### src/rtl/decoder_onehot_pipe_if.sv
// Code-in / decoded-word-out stream bundle for decoder_onehot_pipe.
// Signal names are seen from the decoder: i_* flow into it, o_* flow out of it.
interface decoder_onehot_pipe_if #(
    parameter int unsigned CODE_W = 4,
    parameter int unsigned OUT_W  = 10,
    parameter int unsigned CNT_W  = 8
);
    logic              i_valid;
    logic              o_ready;
    logic [CODE_W-1:0] i_data;
    logic              i_mode;
    logic              o_valid;
    logic              i_ready;
    logic [OUT_W-1:0]  o_decode;
    logic              o_err;
    logic              i_err_clr;
    logic [CNT_W-1:0]  o_err_cnt;

    modport slave (
        input  i_valid, i_data, i_mode, i_ready, i_err_clr,
        output o_ready, o_valid, o_decode, o_err, o_err_cnt
    );

    modport master (
        output i_valid, i_data, i_mode, i_ready, i_err_clr,
        input  o_ready, o_valid, o_decode, o_err, o_err_cnt
    );
endinterface

### src/rtl/decoder_onehot_pipe.sv
// Pipelined code-to-one-hot/thermometer decoder on a valid/ready stream.
// A main output register and one skid register keep full throughput under backpressure.
module decoder_onehot_pipe #(
    parameter int unsigned CODE_W = 4,
    parameter int unsigned OUT_W  = 10,
    parameter int unsigned BASE   = 1,
    parameter int unsigned CNT_W  = 8
) (
    input logic                 i_clk,
    input logic                 i_rst,
    decoder_onehot_pipe_if.slave bus
);
    localparam logic [CODE_W:0]  BaseExt = (CODE_W+1)'(BASE);
    localparam logic [CODE_W:0]  OutWExt = (CODE_W+1)'(OUT_W);
    localparam logic [CNT_W-1:0] CntMax  = '1;

    typedef enum logic [1:0] {StEmpty, StOne, StTwo} state_e;

    state_e           state_q;
    logic             ready_q;
    logic [OUT_W-1:0] main_dec_q, skid_dec_q;
    logic             main_err_q, skid_err_q;
    logic [CNT_W-1:0] err_cnt_q;

    logic [CODE_W:0]  code_ext, idx;
    logic             in_range;
    logic [OUT_W-1:0] dec_new;
    logic             accept, xfer;

    // One extra bit so codes below BASE wrap to a large idx instead of aliasing.
    assign code_ext = {1'b0, bus.i_data};
    assign idx      = code_ext - BaseExt;
    assign in_range = (code_ext >= BaseExt) && (idx < OutWExt);

    always_comb begin
        dec_new = '0;
        if (in_range) begin
            for (int i = 0; i < int'(OUT_W); i++) begin
                dec_new[i] = bus.i_mode ? ((CODE_W+1)'(i) <= idx) : ((CODE_W+1)'(i) == idx);
            end
        end
    end

    assign accept = bus.i_valid & ready_q;
    assign xfer   = (state_q != StEmpty) & bus.i_ready;

    always_ff @(posedge i_clk) begin
        if (i_rst) begin
            state_q    <= StEmpty;
            ready_q    <= 1'b0;
            main_dec_q <= '0;
            main_err_q <= 1'b0;
            skid_dec_q <= '0;
            skid_err_q <= 1'b0;
            err_cnt_q  <= '0;
        end else begin
            ready_q <= 1'b1;
            case (state_q)
                StEmpty: begin
                    if (accept) begin
                        main_dec_q <= dec_new;
                        main_err_q <= ~in_range;
                        state_q    <= StOne;
                    end
                end
                StOne: begin
                    if (accept && !xfer) begin
                        skid_dec_q <= dec_new;
                        skid_err_q <= ~in_range;
                        state_q    <= StTwo;
                        ready_q    <= 1'b0;
                    end else if (accept) begin
                        main_dec_q <= dec_new;
                        main_err_q <= ~in_range;
                    end else if (xfer) begin
                        main_dec_q <= '0;
                        main_err_q <= 1'b0;
                        state_q    <= StEmpty;
                    end
                end
                StTwo: begin
                    // ready_q is low here, so no accept can collide with the drain.
                    if (xfer) begin
                        main_dec_q <= skid_dec_q;
                        main_err_q <= skid_err_q;
                        state_q    <= StOne;
                    end else begin
                        ready_q <= 1'b0;
                    end
                end
                default: state_q <= StEmpty;
            endcase

            if (bus.i_err_clr) begin
                err_cnt_q <= (accept && !in_range) ? CNT_W'(1) : '0;
            end else if (accept && !in_range && err_cnt_q != CntMax) begin
                err_cnt_q <= err_cnt_q + CNT_W'(1);
            end
        end
    end

    assign bus.o_ready   = ready_q;
    assign bus.o_valid   = (state_q != StEmpty);
    assign bus.o_decode  = main_dec_q;
    assign bus.o_err     = main_err_q;
    assign bus.o_err_cnt = err_cnt_q;
endmodule
### src/flat_wrapper.sv
// flat-port wrapper written by rule: the top's interface ports become plain ports
module decoder_onehot_pipe_flat 
#(
    parameter int unsigned CODE_W = 4,
    parameter int unsigned OUT_W  = 10,
    parameter int unsigned BASE   = 1,
    parameter int unsigned CNT_W  = 8
)
  (i_clk, i_rst, bus_i_valid, bus_i_data, bus_i_mode, bus_i_ready, bus_i_err_clr, bus_o_ready, bus_o_valid, bus_o_decode, bus_o_err, bus_o_err_cnt);
  decoder_onehot_pipe_if #(.CODE_W(CODE_W), .OUT_W(OUT_W), .CNT_W(CNT_W)) bus_i ();
  input logic i_clk;
  input logic i_rst;
  input wire logic [$bits(bus_i.i_valid)-1:0] bus_i_valid;
  input wire logic [$bits(bus_i.i_data)-1:0] bus_i_data;
  input wire logic [$bits(bus_i.i_mode)-1:0] bus_i_mode;
  input wire logic [$bits(bus_i.i_ready)-1:0] bus_i_ready;
  input wire logic [$bits(bus_i.i_err_clr)-1:0] bus_i_err_clr;
  output wire logic [$bits(bus_i.o_ready)-1:0] bus_o_ready;
  output wire logic [$bits(bus_i.o_valid)-1:0] bus_o_valid;
  output wire logic [$bits(bus_i.o_decode)-1:0] bus_o_decode;
  output wire logic [$bits(bus_i.o_err)-1:0] bus_o_err;
  output wire logic [$bits(bus_i.o_err_cnt)-1:0] bus_o_err_cnt;
  assign bus_i.i_valid = bus_i_valid;
  assign bus_i.i_data = bus_i_data;
  assign bus_i.i_mode = bus_i_mode;
  assign bus_i.i_ready = bus_i_ready;
  assign bus_i.i_err_clr = bus_i_err_clr;
  assign bus_o_ready = bus_i.o_ready;
  assign bus_o_valid = bus_i.o_valid;
  assign bus_o_decode = bus_i.o_decode;
  assign bus_o_err = bus_i.o_err;
  assign bus_o_err_cnt = bus_i.o_err_cnt;
  decoder_onehot_pipe #(.CODE_W(CODE_W), .OUT_W(OUT_W), .BASE(BASE), .CNT_W(CNT_W)) u_core (.i_clk(i_clk), .i_rst(i_rst), .bus(bus_i));
endmodule
### config.mk
export PLATFORM = sky130hd
export DESIGN_NAME = decoder_onehot_pipe_flat
export DESIGN_NICKNAME = d
export VERILOG_FILES = /design/src/rtl/decoder_onehot_pipe_if.sv /design/src/rtl/decoder_onehot_pipe.sv /design/src/flat_wrapper.sv
export SDC_FILE = /design/constraint.sdc
export NUM_CORES = 1
export LEC_CHECK = 0
export CAP_MARGIN = 20
export CORE_ASPECT_RATIO = 0.8
export CORE_MARGIN = 2
export CORE_UTILIZATION = 34
export CTS_BUF_LIST = sky130_fd_sc_hd__clkbuf_16
export CTS_CLUSTER_SIZE = 25
export DETAILED_ROUTE_END_ITERATION = 8
export GPL_TIMING_DRIVEN = 0
export HOLD_SLACK_MARGIN = 0.03
export PLACE_DENSITY = 0.65
export RECOVER_POWER = 25
export SYNTH_ARGS = -nofsm -noshare
export SYNTH_HDL_FRONTEND = slang
export SYNTH_SLANG_ARGS = --single-unit
### constraint.sdc
create_clock -name i_clk -period 2.95 [get_ports i_clk]
set_clock_uncertainty 0.15 [all_clocks]
set_input_delay 0.4425 -clock i_clk [delete_from_list [all_inputs] [get_ports i_clk]]
set_output_delay 0.4425 -clock i_clk [all_outputs]
set_load 0.1 [all_outputs]
# Word-level counts from Yosys, hierarchy flattened
# Cells that the tools add are included.
[totals]
inputBits = 10
output_inout_bits = 21
regBits = 33
elab_cells = 91
[classes]
n_eq_ne = 18
n_mux = 35
n_addsub = 2
n_reduce_logical = 14
n_bitwise = 3
magnitude_cmp = 12
[ops]
columns = ["cell", "n"]
rows = [
  ["10-bit two-way mux", 6],
  ["10-bit one-hot mux with 3 select lines", 1],
  ["3-bit by 5-bit equality test with 1-bit output, first input constant", 4],
  ["3-bit by 5-bit less-or-equal comparator with 1-bit output, first input constant", 4],
  ["1-bit two-way mux", 18],
  ["8-bit two-way mux", 2],
  ["2-bit by 5-bit equality test with 1-bit output, first input constant", 2],
  ["4-bit by 5-bit equality test with 1-bit output, first input constant", 2],
  ["1-bit by 5-bit less-or-equal comparator with 1-bit output, first input constant", 2],
  ["2-bit by 5-bit less-or-equal comparator with 1-bit output, first input constant", 2],
  ["4-bit by 5-bit less-or-equal comparator with 1-bit output, first input constant", 2],
  ["2-bit two-way mux", 5],
  ["8-bit by 1-bit adder with 8-bit output, second input constant", 1],
  ["8-bit != test, second input constant", 1],
  ["3-bit by 1-bit != test with 1-bit output, second input constant", 2],
  ["2-bit one-hot mux with 3 select lines", 1],
  ["1-bit by 5-bit equality test with 1-bit output, first input constant", 1],
  ["5-bit zero test", 1],
  ["5-bit by 4-bit less-than comparator with 1-bit output, second input constant", 1],
  ["5-bit AND reduction", 1],
  ["4-bit by 1-bit subtractor with 5-bit output, second input constant", 1],
  ["4-bit by 1-bit greater-or-equal comparator with 1-bit output, second input constant", 1],
  ["1-bit logical AND", 4],
  ["2-bit by 1-bit != test with 1-bit output, second input constant", 2],
  ["other kinds (14)", 17],
]

# Depth between registers and ports, before layout
[depth]
depth_word = 8
mapped_depth = 9
mapped_depth_nobuf = 7

# Least setup slack after synthesis
# No wires, ideal clock.
[synth_path]
kind = "flip-flop to flip-flop"
from = "reg u_core.ready_q, in the netlist u_core.bus.o_ready"
to = "reg u_core.main_dec_q[8], in the netlist u_core.bus.o_decode[8]"
required_time_ns = 2.654
path_slack_ns = 0.234
arrival_time_ns = 2.420
setup_time_ns = 0.146
path_stages_with_launch = 6
synth_period_minus_slack_ns = 2.716
n_path_buf = 1
path_cell_list = "dfxtp_1 nand2_1 o32a_1 nor2_1 clkbuf_1 a311oi_1"
[synth_via]
elab_chain_len = 4
word_cells_on_any_way = 9
cone_classes = "eq/ne (3); mux (3); bitwise (1); reduce/logical (2)"
[synth_rtl]
columns = ["element", "line_no", "rtl"]
rows = [
  ["start: declaration", "decoder_onehot_pipe.sv:20", "logic ready_q;"],
  ["start signal: assignment", "decoder_onehot_pipe.sv:50", "ready_q <= 1'b0;"],
  ["start signal: assignment", "decoder_onehot_pipe.sv:57", "ready_q <= 1'b1;"],
  ["start signal: assignment", "decoder_onehot_pipe.sv:71", "ready_q <= 1'b0;"],
  ["1-bit bitwise AND *", "decoder_onehot_pipe.sv:44", "assign accept = bus.i_valid & ready_q;"],
  ["10-bit two-way mux or 1-bit logical AND (tied branches)", "decoder_onehot_pipe.sv:72, decoder_onehot_pipe.sv:67", ""],
  ["10-bit two-way mux or 2-bit != test (tied branches)", "-", ""],
  ["10-bit one-hot mux with 3 select lines or 5-bit AND reduction (tied branches)", "-", ""],
  ["end signal: assignment", "decoder_onehot_pipe.sv:61", "main_dec_q <= dec_new;"],
  ["end signal: assignment", "decoder_onehot_pipe.sv:73", "main_dec_q <= dec_new;"],
  ["end signal: assignment", "decoder_onehot_pipe.sv:84", "main_dec_q <= skid_dec_q;"],
  ["end: declaration", "decoder_onehot_pipe.sv:21", "logic [OUT_W-1:0] main_dec_q, skid_dec_q;"],
]
# Every way passes the cells marked *; elsewhere a longest branch is shown, timed or not. The select of a mux whose other input is x is not followed.
# A chain may end at the register's enable or synchronous reset.

# Final worst setup path
[layout_path]
from = "in bus_i_data[1]"
to = "reg u_core.skid_dec_q[1]"
[layout_via]
elab_chain_len = 4
word_cells_on_any_way = 8
cone_classes = "add/sub (1); order compare (3); eq/ne (1); mux (2); reduce/logical (1)"
[layout_rtl]
columns = ["element", "line_no", "rtl"]
rows = [
  ["start: declaration", "flat_wrapper.sv:14", "input wire logic [$bits(bus_i.i_data)-1:0] bus_i_data;"],
  ["4-bit by 1-bit subtractor with 5-bit output", "decoder_onehot_pipe.sv:32", "assign idx = code_ext - BaseExt;"],
  ["1-bit by 5-bit less-or-equal comparator with 1-bit output, or another cell as far along", "decoder_onehot_pipe.sv:39", "dec_new[i] = bus.i_mode ? ((CODE_W+1)'(i) <= idx) : ((CODE_W+1)'(i) == idx);"],
  ["1-bit two-way mux or 1-bit logical AND (tied branches)", "decoder_onehot_pipe.sv:39, decoder_onehot_pipe.sv:33", ""],
  ["10-bit two-way mux *", "decoder_onehot_pipe.sv:37", "if (in_range) begin"],
  ["end signal: assignment", "decoder_onehot_pipe.sv:68", "skid_dec_q <= dec_new;"],
  ["end: declaration", "decoder_onehot_pipe.sv:21", ""],
]
# Every way passes the cells marked *; elsewhere a longest branch is shown, timed or not.

==> impl_metrics.yaml <==
status:
  status: "finished, final reports clean"
clocking:
  htreeDepth: 2
  cts_tree: "built"
  path_clk_slew_ns: 0.05
  clock_latency_ns: 0.28
  clock-sinks: 33
  cts_root_buf: "clkbuf_16"
  hold_buffers: 0
  cts_buffers: 5
  clock_path_buffers: 2
setup_path:
  crit_required_ns: 2.99
  cpLargestDelayFamily: "buffers and inverters"
  critical_path_class: "input port to flop"
  cp_slowest_cell: "clkdlybuf4s50_1"
  cp-end-kind: "flop"
  path_max_fanout: 10
  cp.arrival_ns: 2.90
  max_stage_delay_ns: 0.52
  crit_path_cell_trace: "clkdlybuf4s50_1 > clkbuf_4 > inv_1 > ha_1 > xor2_2 > o22ai_4 > nand2_2 > or3_1 > o31ai_1"
  path_buf_inv: 3
  critPathLaunchType: "input port"
cells_and_area:
  area_delta_synth_final_pct: 29.3
  drive_gt1_share_pct: 11.4
  regArea_um2: 661
  antenna_cells: 0
  fillCellCount: 589
  fin_util_pct: 45.1
  final_net_count: 299
  multi_input_area_um2: 1300
placement:
  routabilityCongestion: 0.813
  port_buffers: 30
  hpwlAfterDp_um: 3690
  dp_slack_ns: -0.441
timing:
  tightest_slew_ns: 0.973
  fin_crit_sh_pct: 96.8
  rsz0062_at_grt: "yes"
  finalHoldViolations: 0
  hold_slack_ns: 0.308
  max_freq_ghz: 0.350
  finalSetupViolCount: 0
  worst_slack_ns: 0.0953
  slew-limit-headroom_pct: 35.0
  final_max_slew_viol_count: 0
  period_minus_slack_ns: 2.85
  fin_tns_setup_ns: 0
synth:
  synth_top_area_share_pct: 32.4
  syn_area_um2: 2040
  ys_warn_count: 0
  synth.top_cells.by_area: "dfxtp_1 (32%), nor2_1 (6.3%), ha_1 (6.1%), a21oi_1 (3.2%), a22oi_1 (2.9%)"
  netlist_instances: 242
  synth-seq-cells: 33
  ys_async_sr_fraction_pct: 0
  yosysUniqueCellTypes: 61
  seq_area_frac_synth_pct: 32.4
  yosys_most_used_dff: "dfxtp_1"
  avgSynthCellArea_um2: 8.43
  synth_nets: 262
  yosys.area.top_type: "dfxtp_1"
  synth_edf_count: 0
flow_run:
  cap_violations: 0
power_and_ir_drop:
  vdd_ir_drop_max_mv: 0.453
  powerDensity_nw_per_um2: 938
  switching_power_mw: 1.20
  p_seq_share_pct: 23.7
  comb_power_share_pct: 52.9
  p_sw_share_pct: 48.5
  p_clk_share_pct: 23.4
  intPower_mw: 1.27
  p_leak_nw: 0.992
die:
  die_h_um: 73.3
  std_cell_rows: 25
  die_area_um2: 6640
  die_w_um: 90.6
  initial_core_util_pct: 34.9
  io_pins: 31
  core_um2: 5850
routing:
  drc: 0
  drtIter0Drc: 182
  avgViaCountPerCell: 5.29
  wl_per_cell_um: 13.7
  antenna_left: 0
  vias: 1911
  routed_wl_um: 4960
  first_pass_iters: 4
grt:
  antenna_found_initial: 0
  overflow: 0
  grt_use_total_pct: 15.4
  grt_pass1_wl_um: 8230
  grt_start_max_net_pins: 11
  grt_pass1_vias: 1734
worst_hold_path:
  hold_path_class: "flop to flop"
-- final timing paths --
kind                                          start                                   to  slack, ns  depth (start not counted)
setup / recovery                      bus_i_data[1]    u_core.skid_dec_q[1]$_SDFFE_PP0P_        0.1                          9
hold / removal    u_core.skid_dec_q[8]$_SDFFE_PP0P_    u_core.skid_dec_q[8]$_SDFFE_PP0P_       0.31                          2
setup reg to reg     u_core.state_q[0]$_SDFFE_PP0P_  u_core.bus.o_decode[8]$_SDFFE_PP0P_       0.53                          8
hold reg to reg   u_core.skid_dec_q[8]$_SDFFE_PP0P_    u_core.skid_dec_q[8]$_SDFFE_PP0P_       0.31                          2
-- power groups by stage --
stage               Sequential, mW  Clock, mW  Combinational [mW]
finish                       0.585      0.579                1.31
global route                 0.597      0.610                1.39
CTS                          0.586      0.588                1.31
detailed placement           0.596          0                1.30
global placement             0.592          0                1.30
floorplan                     1.08          0               0.527
-- final cells by class --
class,instances,area share [%]
well taps,81,3.84
multi-input cells,184,49.3
flip-flops and latches,33,25.1
repair buffers,31,11.8
inverters,11,1.57
clock buffers,5,4.75
clock inverters,3,1.42
plain buffers,13,2.28
-- worst register-to-register path: stages (launching register included) --
cell	delay [ns]
dfxtp_1	0.37
inv_1	0.08
ha_1	0.19
clkbuf_1	0.20
o21ba_2	0.24
o32a_1	0.17
nor2_1	0.24
clkbuf_1	0.46
a311oi_1	0.17
-- synth_stat cells, types with 3 or more instances --
cell,count
a211oi_1,7
a211oi_2,4
a21oi_1,13
a22o_1,6
a22oi_1,8
and3_1,4
buf_2,3
clkbuf_1,9
dfxtp_1,33
ha_1,10
inv_1,11
mux2i_1,5
nand2_1,15
nand2b_1,3
nand3_1,6
nand4_1,3
nor2_1,34
nor2b_1,3
nor3_1,4
o21ai_0,4
o21ai_1,4
or3_1,3
xnor2_1,3
-- per-stage QoR --
step           power (mW)  cells  instance area (um^2)
2_1_floorplan        1.61    242                  2040
3_3_place_gp         1.89    353                  2440
3_5_place_dp         1.90    353                  2440
4_1_cts              2.48    360                  2620
5_1_grt              2.60    361                  2640
6_report             2.47    361                  2640
-- flip-flops by register name, indices dropped and copies added (netlist names) --
name,cells
u_core.bus.o_decode,10
u_core.bus.o_err,1
u_core.bus.o_err_cnt,8
u_core.bus.o_ready,1
u_core.skid_dec_q,10
u_core.skid_err_q,1
u_core.state_q,2
-- repair_timing --
item | in CTS | in global routing
pin swaps | 0 | 3
setup endpoints to repair | 17 | 26
buffers inserted | 0 | 1
resized for setup | 3 | 7
-- layout by cell type (no fill, tap or decap), types with 2 or more instances in the layout --
cell / instances
a22o_1: 6
ha_1: 10
nand3_1: 6
nor3_1: 4
a211oi_1: 6
clkbuf_16: 5
o21ai_0: 4
a21oi_1: 13
clkdlybuf4s50_1: 29
nor3b_1: 2
buf_4: 2
buf_2: 2
nor2_1: 34
or2_2: 2
and2_1: 2
o22ai_1: 2
o21ai_1: 4
a211oi_2: 5
nand2_1: 14
or3_1: 3
inv_1: 12
mux2i_1: 5
o31a_1: 2
o211ai_1: 2
and3_1: 3
clkbuf_1: 7
xnor2_1: 3
dfxtp_1: 33
nand2b_1: 3
a22oi_1: 8
nor2b_1: 3
a31o_1: 2
a31oi_1: 2
nand4_1: 3
-- metal layers --
layer,GRT usage [%],routed length (um)
met1,23.0,2520
met2,22.1,2140
met3,3.08,254
met4,5.13,53
met5,0,0
-- logic make-up after synthesis --
logic type,share of synthesized area (%)
adders and majority gates,6.13
DFF,32.4
AOI/OAI and AO/OA,29.0
xor gates and xnor gates,2.09
and+or+nand+nor,21.7
muxes,3.74
buffers and inverters,4.97
Power figures use the tool's default switching activity.
